--- config.mk ---
export PLATFORM = sky130hd
export DESIGN_NAME = voice_scheduler
export DESIGN_NICKNAME = d
export VERILOG_FILES = /design/src/rtl/voice_scheduler.sv
export SDC_FILE = /design/constraint.sdc
export NUM_CORES = 2
export LEC_CHECK = 0
export CORE_ASPECT_RATIO = 1.2
export CORE_MARGIN = 1.5
export CORE_UTILIZATION = 45
export CTS_CLUSTER_SIZE = 40
export DETAILED_ROUTE_END_ITERATION = 8
export GPL_ROUTABILITY_DRIVEN = 0
export PLACE_DENSITY = 0.58
export REMOVE_ABC_BUFFERS = 1
export SYNTH_ARGS = -nofsm -noshare
export SYNTH_HDL_FRONTEND = slang
export SYNTH_SLANG_ARGS = --single-unit
--- constraint.sdc ---
create_clock -name clk -period 4.5 [get_ports clk]
set_input_delay 0.45 -clock clk [delete_from_list [all_inputs] [get_ports clk]]
set_output_delay 0.45 -clock clk [all_outputs]
set_load 0.01 [all_outputs]
--- src/rtl/voice_scheduler.sv ---
// -----------------------------------------------------------------------------
// voice_scheduler
// Wavetable voice scheduler. Once per audio sample tick it advances every
// voice's 32-bit phase accumulator, issues one wavetable ROM read per voice
// (voice 0 upward, one per clock), sums the returning samples of gated voices
// and publishes the sum as a one-clock mix_valid pulse.
//
// Ports
//   clk        : system clock, rising edge
//   nreset     : synchronous active-low reset
//   cfg_we     : voice config write strobe (accepted in any state)
//   cfg_voice  : voice index for the config write
//   cfg_inc    : phase increment written to the voice
//   cfg_gate   : note gate written to the voice (1 = on)
//   rom_rd     : ROM read issue strobe
//   rom_addr   : ROM address = accumulator bits [31:10]
//   rom_q      : ROM data, valid ROM_LATENCY clocks after rom_rd
//   mix_out    : unsigned sum of gated voice samples (held between frames)
//   mix_valid  : one-clock pulse when mix_out is updated
//   busy       : high while a sample frame is in progress
// -----------------------------------------------------------------------------
module voice_scheduler #(
    parameter int NUM_VOICES  = 8,
    parameter int ROM_LATENCY = 2,
    parameter int SAMPLE_DIV  = 100,
    parameter int DATA_W      = 24
) (
    input  logic                          clk,
    input  logic                          nreset,
    input  logic                          cfg_we,
    input  logic [$clog2(NUM_VOICES)-1:0] cfg_voice,
    input  logic [31:0]                   cfg_inc,
    input  logic                          cfg_gate,
    output logic                          rom_rd,
    output logic [21:0]                   rom_addr,
    input  logic [DATA_W-1:0]             rom_q,
    output logic [DATA_W+2:0]             mix_out,
    output logic                          mix_valid,
    output logic                          busy
);

    localparam int VW = $clog2(NUM_VOICES);
    localparam int CW = $clog2(SAMPLE_DIV);
    localparam int L  = ROM_LATENCY;
    localparam logic [VW-1:0] LAST_VOICE = VW'(NUM_VOICES - 1);
    localparam logic [CW-1:0] CNT_MAX    = CW'(SAMPLE_DIV - 1);

    typedef enum logic [1:0] {
        IDLE  = 2'd0,
        ISSUE = 2'd1,
        DRAIN = 2'd2,
        DONE  = 2'd3
    } state_t;

    state_t                  state_q, state_d;
    logic [CW-1:0]           cnt_q, cnt_d;
    logic [VW-1:0]           vidx_q, vidx_d;
    logic [31:0]             acc_q [NUM_VOICES];
    logic [31:0]             acc_d [NUM_VOICES];
    logic [31:0]             inc_q [NUM_VOICES];
    logic [31:0]             inc_d [NUM_VOICES];
    logic [NUM_VOICES-1:0]   gate_q, gate_d;
    // Gates as they stood at the tick; the frame mixes with these so that a
    // config write during the frame only takes effect on the next tick.
    logic [NUM_VOICES-1:0]   fgate_q, fgate_d;
    logic [DATA_W+2:0]       sum_q, sum_d;
    // Return pipeline: valid / gate / last-voice flags, one stage per clock of
    // ROM latency behind the registered read strobe.
    logic [L-1:0]            pv_q, pv_d, pg_q, pg_d, pl_q, pl_d;
    logic                    rom_rd_q, rom_rd_d;
    logic [21:0]             rom_addr_q, rom_addr_d;
    logic                    rom_gate_q, rom_gate_d;
    logic                    rom_last_q, rom_last_d;
    logic [DATA_W+2:0]       mix_out_q, mix_out_d;
    logic                    mix_valid_q, mix_valid_d;
    logic                    busy_q, busy_d;
    logic                    tick_s;

    assign tick_s    = (cnt_q == CNT_MAX);
    assign rom_rd    = rom_rd_q;
    assign rom_addr  = rom_addr_q;
    assign mix_out   = mix_out_q;
    assign mix_valid = mix_valid_q;
    assign busy      = busy_q;

    // Next-state: sample counter, voice config, accumulators, FSM, mixing.
    always_comb begin
        state_d     = state_q;
        cnt_d       = tick_s ? '0 : cnt_q + CW'(1);
        vidx_d      = vidx_q;
        acc_d       = acc_q;
        inc_d       = inc_q;
        gate_d      = gate_q;
        fgate_d     = fgate_q;
        sum_d       = sum_q;
        rom_rd_d    = 1'b0;
        rom_addr_d  = 22'd0;
        rom_gate_d  = 1'b0;
        rom_last_d  = 1'b0;
        mix_out_d   = mix_out_q;
        mix_valid_d = 1'b0;
        busy_d      = 1'b0;

        // Return pipeline shifts every clock; stage 0 follows the issued read.
        pv_d[0] = rom_rd_q;
        pg_d[0] = rom_gate_q;
        pl_d[0] = rom_last_q;
        for (int i = 1; i < L; i++) begin
            pv_d[i] = pv_q[i-1];
            pg_d[i] = pg_q[i-1];
            pl_d[i] = pl_q[i-1];
        end

        if (cfg_we) begin
            inc_d[cfg_voice]  = cfg_inc;
            gate_d[cfg_voice] = cfg_gate;
        end else begin
            inc_d = inc_q;
        end

        // Tick advances uses the pre-edge inc/gate, never the write above.
        if (tick_s) begin
            fgate_d = gate_q;
            for (int v = 0; v < NUM_VOICES; v++) begin
                acc_d[v] = gate_q[v] ? acc_q[v] + inc_q[v] : 32'd0;
            end
        end else begin
            fgate_d = fgate_q;
        end

        if (pv_q[L-1] && pg_q[L-1]) begin
            sum_d = sum_q + {3'b000, rom_q};
        end else begin
            sum_d = sum_q;
        end

        case (state_q)
            IDLE: begin
                if (tick_s) begin
                    state_d = ISSUE;
                    vidx_d  = '0;
                    sum_d   = '0;
                end else begin
                    state_d = IDLE;
                end
            end
            ISSUE: begin
                if (vidx_q == LAST_VOICE) begin
                    state_d = DRAIN;
                end else begin
                    vidx_d = vidx_q + VW'(1);
                end
            end
            DRAIN: begin
                if (pv_q[L-1] && pl_q[L-1]) begin
                    state_d = DONE;
                end else begin
                    state_d = DRAIN;
                end
            end
            DONE:    state_d = IDLE;
            default: state_d = IDLE;
        endcase

        // Outputs are registered, so they are derived from next-state values.
        if (state_d == ISSUE) begin
            rom_rd_d   = 1'b1;
            rom_addr_d = acc_d[vidx_d][31:10];
            rom_gate_d = fgate_d[vidx_d];
            rom_last_d = (vidx_d == LAST_VOICE);
        end else begin
            rom_rd_d = 1'b0;
        end

        if (state_d == DONE) begin
            mix_valid_d = 1'b1;
            mix_out_d   = sum_d;
        end else begin
            mix_valid_d = 1'b0;
        end

        busy_d = (state_d != IDLE);
    end

    // State register with synchronous active-low reset.
    always_ff @(posedge clk) begin
        if (!nreset) begin
            state_q     <= IDLE;
            cnt_q       <= '0;
            vidx_q      <= '0;
            gate_q      <= '0;
            fgate_q     <= '0;
            sum_q       <= '0;
            pv_q        <= '0;
            pg_q        <= '0;
            pl_q        <= '0;
            rom_rd_q    <= 1'b0;
            rom_addr_q  <= 22'd0;
            rom_gate_q  <= 1'b0;
            rom_last_q  <= 1'b0;
            mix_out_q   <= '0;
            mix_valid_q <= 1'b0;
            busy_q      <= 1'b0;
            for (int v = 0; v < NUM_VOICES; v++) begin
                acc_q[v] <= 32'd0;
                inc_q[v] <= 32'd0;
            end
        end else begin
            state_q     <= state_d;
            cnt_q       <= cnt_d;
            vidx_q      <= vidx_d;
            gate_q      <= gate_d;
            fgate_q     <= fgate_d;
            sum_q       <= sum_d;
            pv_q        <= pv_d;
            pg_q        <= pg_d;
            pl_q        <= pl_d;
            rom_rd_q    <= rom_rd_d;
            rom_addr_q  <= rom_addr_d;
            rom_gate_q  <= rom_gate_d;
            rom_last_q  <= rom_last_d;
            mix_out_q   <= mix_out_d;
            mix_valid_q <= mix_valid_d;
            busy_q      <= busy_d;
            for (int v = 0; v < NUM_VOICES; v++) begin
                acc_q[v] <= acc_d[v];
                inc_q[v] <= inc_d[v];
            end
        end
    end

endmodule

**Yosys cells after proc, flatten, opt, wreduce, memory -nomap -nowiden**

Cells that the tools add are included.

- Eq/ne operators: 8
- Reduce and logical (&&, ||, !) cells: 8
- Bitwise operators: 3
- Add/subtract/negate cells: 11
- Order comparisons: 6
- Muxes and demuxes: 33

Operators by type and width:

| kind | count |
|---|---|
| $mux W32 | 11 |
| $add A32 B32 Y32 | 8 |
| $bwmux W256 | 1 |
| $mux W256 | 1 |
| $bmux W32 S3 | 1 |
| $demux W32 S3 | 1 |
| $mux W27 | 3 |
| $add A27 B24 Y27 | 1 |
| $bwmux W8 | 1 |
| $ge A4 B4 Y1 const B | 2 |
| $lt A3 B4 Y1 const B | 2 |
| $mux W8 | 1 |
| $not A3 Y4 | 2 |
| $pmux W2 S4 | 1 |
| $add A7 B1 Y7 const B | 1 |
| $eq A7 B7 Y1 const B | 1 |
| $eq A2 B2 Y1 const B | 3 |
| $eq A3 B3 Y1 const B | 2 |
| $mux W1 | 6 |
| $mux W3 | 2 |
| $pmux W3 S2 | 1 |
| $eq A2 B1 Y1 const B | 2 |
| $logic_and A1 B1 Y1 | 4 |
| $lt A4 B1 Y1 const B | 1 |
| 10 further kinds | 10 |

- Register bits after elaboration: 627
- Bits of input ports: 63

**Logic depth before layout (Yosys ltp)**

- Word-level depth: 7
- Gate-level depth with buffers: 14

**Least setup slack after synthesis**

No wires, ideal clock.

- Path type: register to register
- From: reg acc_q[224] in the netlist's numbering
- To: reg rom_addr_q[16], in the netlist rom_addr[16]
- Stages on the path, launching flop included: 15
- Arrival: 3.107 ns
- Library setup time: 0.122 ns
- Buffers on the path: 0
- Data required time: 4.378 ns
- Setup slack: 1.271 ns
- Clock period less this slack: 3.229 ns
- Path through: dfxtp_1 > ha_1 > inv_1 > fa_1 > and2b_1 > o31a_2 > o22a_4 > a2111oi_4 > or3_1 > a2111o_1 > a31oi_2 > xor2_1 > a221oi_1 > a211oi_2 > o32a_1

- Longest elaborated chain between the ends: 6

Ends and longest elaborated chain:

| item | line | source |
|---|---|---|
| start, declared | 58 | `logic [31:0] acc_q [NUM_VOICES];` |
| start signal, assigned by index | 226 | `acc_q[v] <= acc_d[v];` |
| $add A32 B32 Y32 | 125 | `acc_d[v] = gate_q[v] ? acc_q[v] + inc_q[v] : 32'd0;` |
| $mux W32 | 125 |  |
| $mux W256 | 122 | `if (tick_s) begin` |
| $bmux W32 S3 | 168 | `rom_addr_d = acc_d[vidx_d][31:10];` |
| $mux W32 (implied by the code) (2 in series) | 168 |  |
| end signal, assigned | 219 | `rom_addr_q <= rom_addr_d;` |
| end, declared | 71 | `logic [21:0] rom_addr_q, rom_addr_d;` |

No other way between the ends. The select of a mux whose other input is x is not followed.
A chain may end at the register's enable or synchronous reset.

**Final worst setup path**

- From: reg acc_q[0] in the netlist's numbering
- To: reg rom_addr_q[20], in the netlist rom_addr[20]

The elaborated chain is that of the path after synthesis.

==> impl_summary.md <==
Cells and area
The total number of nets in the final design is just over 5000. The layout cell share with drive strength beyond 1 is 5.78%. The area growth from synthesis to final layout is 12.4%.

For this run, the number of standard cells in the final layout without fillers is 5845.

Routing
For this run, the detailed router's first-pass iteration total came to 5. The post-route antenna net violation count is 0. The final routed DRC violation total is 0. The total number of vias is ~34000.

In the final routed layout, each cell accounts on average for 20.8 um. For this block, the initial DRC count from the detailed router was 2252. In the routed layout, each cell is associated on average with a via count of just under 6. The total length of routed wires is 122000 um.

Worst setup path
Along the worst path, the maximum fanout reaches 3. For the worst setup path, the data required time is 5000 ps. The largest single stage delay on the critical path is slightly above 500 ps. The reg-to-reg endpoint is rom_addr[20]. The worst-case reg-to-reg path depth is 14. On the critical path, the stage with the largest delay is an instance of a311oi_1.

Data on the critical path arrives at its endpoint at 4410 ps. The setup slack on the worst flop-to-flop path is 590 ps. Traced cell by cell, the critical path runs through ha_1 > inv_1 > fa_1 > nor2b_1 > o31a_1 > o41a_1 > o21a_1 > nor2_1 > o221a_2 > o41ai_1 > mux2i_1 > o211a_1 > a311oi_1 > a211oi_1. The startpoint-to-endpoint class of the critical path is reg -> reg. The category of the worst setup path capture point is a register. The worst setup path is launched from a register. The launching point of the worst reg2reg path is acc_q[0].

STA
The post-route fraction of the period consumed by the critical path is 86.8%. The final count of hold timing violations is 0. At the pin with the least slew margin, the transition time is approximately 1000 ps. The final-layout setup total negative slack is 0 ps. Setup slack on the critical path of the routed design comes to 594 ps. The routed design could run at a clock period as short as 3910 ps. Derived from the worst setup path, the maximum achievable clock frequency is 0.256 GHz. The clock skew is 28.4 ps.

Headroom to the max-slew limit came out at between 30 and 40%. Setup violations remaining at the end of the flow were counted as 0. Setup repair after global routing left no endpoint under its margin. The number of pins exceeding their max-slew limit in the final report is 0. The final hold slack is 252 ps.

Die
The die width is 265 um. The number of primary I/O pins is 115. The die covers about 84000 um2.

The initialized floorplan defines 115 standard-cell rows. The initial core utilization is 45.4%. Measured along the y axis, the die boundary spans 318 um. The region available for standard cell placement spans between 80000 and 90000 um2.

Clocking
The CTS tree is built. No sink is reached through more buffers than the 3 on the longest clock path. The root cell of the clock tree is clkbuf_16.

In this run, CTS created clock tree buffers numbering 73. Clock latency on the worst-skew pair, taken at its later pin, is 650 ps. The H-tree generated during clock tree synthesis spans 3 levels.

Gates resized during post-CTS repair numbered 0. After clock tree synthesis, the clock-pin slew on the worst setup and hold paths is 60 ps. The number of sinks on the clock net is 627. Post-CTS timing repair inserted 0 buffers for setup.

After clock tree synthesis, the flow added hold-fix buffers numbering 0.

Hold path
The path with the worst hold slack has its endpoint at sum_q[8]. The tightest min-delay check is of the in -> reg type. The worst hold path was traced through 2 stages. The startpoint of the most critical hold path is nreset.

Global routing
Entering global routing, the biggest net connects 104 pins. met2 is the most crowded layer. The met2 track demand over resource is around half. The met3 track demand over resource in global routing is 3.05%. In the global route stage, met1 resource usage came out at 34.5%. The initial antenna violation count is 3. The total congestion overflow is 0.

The first global-routing pass estimated between 150000 and 200000 um of wire. In the global route stage, overall resource usage came out at 28.2%. The via count of the first global-routing pass is ~33000.

Pwr
The fraction of power consumed by the clock network is 49.6%. The logic gate share of total power is 4.6%. In this run the static leakage power is 0.0169 uW. The proportion of total power due to net switching is a little under a quarter. The design draws 12300 uW. Summed over all nets, the switching power comes to 2890 uW. Registers are responsible for 45.8% of the overall power.

The internal portion of total power is 9420 uW. The worst voltage drop across the vdd grid is approximately 0.00027 V. The areal power density over the cells is 295 nW/um2.

Yosys
The sequential fraction of the synthesis area is between 30 and 40%. After synthesis, the cell types taking the most area are dfxtp_1, ha_1, nand2_1. The average instance in the mapped netlist occupies 7.86 um2. Counting flops and latches in the post-synthesis netlist gives around 630. The synthesized design devotes to its leading area cell type 33.8% of total area. nand2_1 is the most common cell in the netlist. The main flop type after synthesis is dfxtp_1.

After synthesis, the netlist uses 107 different library cells. In this run, synthesis inferred 0 flip-flops with an integrated enable. For this run, asynchronously set or reset flops after synthesis account for 0%. The synthesized netlist occupies a cell area of 37200 um2. The largest total area in the synthesized netlist belongs to dfxtp_1. Synthesis handed over a netlist of 4731 instances. The warning count from the yosys run is 0. Sorting the synthesized cells by how often they occur yields nand2_1, dfxtp_1, a21oi_1, nor2_1, ha_1.

Outcome
The flow ran to the end, and the final reports show no timing, DRC or antenna violations.

Placement
After detailed placement, the design holds a cell count of 5715. Before CTS, the worst setup slack after placement is 619 ps. Port buffering added 114 buffers.

The HPWL after detailed placement is 88500 um.

Run
The number of maximum-capacitance violations is 0.
## through the flow
step | util [%] | cell area [um2]
floorplan | - | 36100
global placement | 48.1 | 39400
detailed placement | 48.1 | 39400
CTS | 51.0 | 41800
global route | 51.0 | 41800
finish | 51.0 | 41800
## layer usage
metal,wire (um),vias to the layer above
met4,5070,0
met2,59000,897
met5,0,-
li1,-,16900
met3,6210,241
met1,51500,16100
## final cells by class
| class | count | area (um2) |
|---|---|---|
| clock buffer | 112 | 2200 |
| timing repair buffer | 195 | 1820 |
| antenna | 1 | 2.50 |
| inverter | 89 | 342 |
| sequential | 627 | 12600 |
| multi-input combinational | 3751 | 23300 |
| fill | 8057 | 40100 |
| clock inverter | 17 | 223 |
| tap | 1053 | 1320 |
## power groups by stage
stage	sequential [uW]	combinational, uW	clock (uW)
after floorplan	5750	290	0
after global placement	5760	559	0
after detailed placement	5760	561	0
after CTS	5640	564	6220
after global routing	5640	614	6440
final	5640	565	6110
## kinds of logic (layout without fill, tap and decap cells)
group	after synthesis	count (layout)	share of synthesized area [%]
AND/OR/NAND/NOR	1709	1709	20.2
multiplexers	43	43	1.22
AO/OA/AOI/OAI	1487	1487	26.0
XOR/XNOR	229	229	5.39
other	0	1	0
adder cells (fa/ha/maj)	283	283	9.71
flip-flops	627	627	33.8
buffers and inverters	353	413	3.73
## registers in the layout, indices dropped and copies added, names as in the netlist
name and flops:
busy 1, pg_q 2, rom_gate_q 1, rom_rd 1
pv_q 2, acc_q 256, state_q 2, cnt_q 7
inc_q 256, pl_q 2, sum_q 27, mix_out 27
rom_addr 22, vidx_q 3, mix_valid 1, gate_q 8
fgate_q 8, rom_last_q 1
## placed cells by master, fill, tap and decap left out, types with 22 or more instances in the layout
cell type        instances
nand2b_1                41
a21o_1                 107
o21bai_1                29
and2_1                  97
and3_1                  27
ha_1                   274
or3_1                   33
o21ai_1                 29
a22oi_1                 78
xnor2_1                117
o21ai_0                206
dfxtp_1                627
clkbuf_16               77
mux2i_1                 37
clkdlybuf4s50_1        113
nor3_1                  53
a221oi_1                22
nor2b_1                 29
inv_1                   88
nand3_1                 84
nor2_1                 324
o211ai_1                35
xor2_1                 110
a21oi_1                575
o31ai_1                 23
o21a_1                  51
a211oi_1                54
a31oi_1                 42
buf_4                   76
nand4_1                 37
nand2_1                893
## worst max-delay path by stage
stage	cells after the start	endpoint	slack, ps	start
global route	14	rom_addr[16]	350	acc_q[128]
global placement	14	rom_addr[16]	650	acc_q[128]
detailed placement	14	rom_addr[20]	620	acc_q[0]
finish	14	rom_addr[20]	590	acc_q[0]
CTS	14	rom_addr[20]	610	acc_q[0]
floorplan	9	rom_addr[19]	-3930	cnt_q[0]
## critical path, delay by kind of cell (launching register included)
family	cells	cell delay [ps]
flops	1	330
mux	1	220
fa+ha+maj	2	620
simple gates	2	270
compound gates	8	2260
buf+inv	1	70
Note: power is estimated with default switching activity, not from simulation.
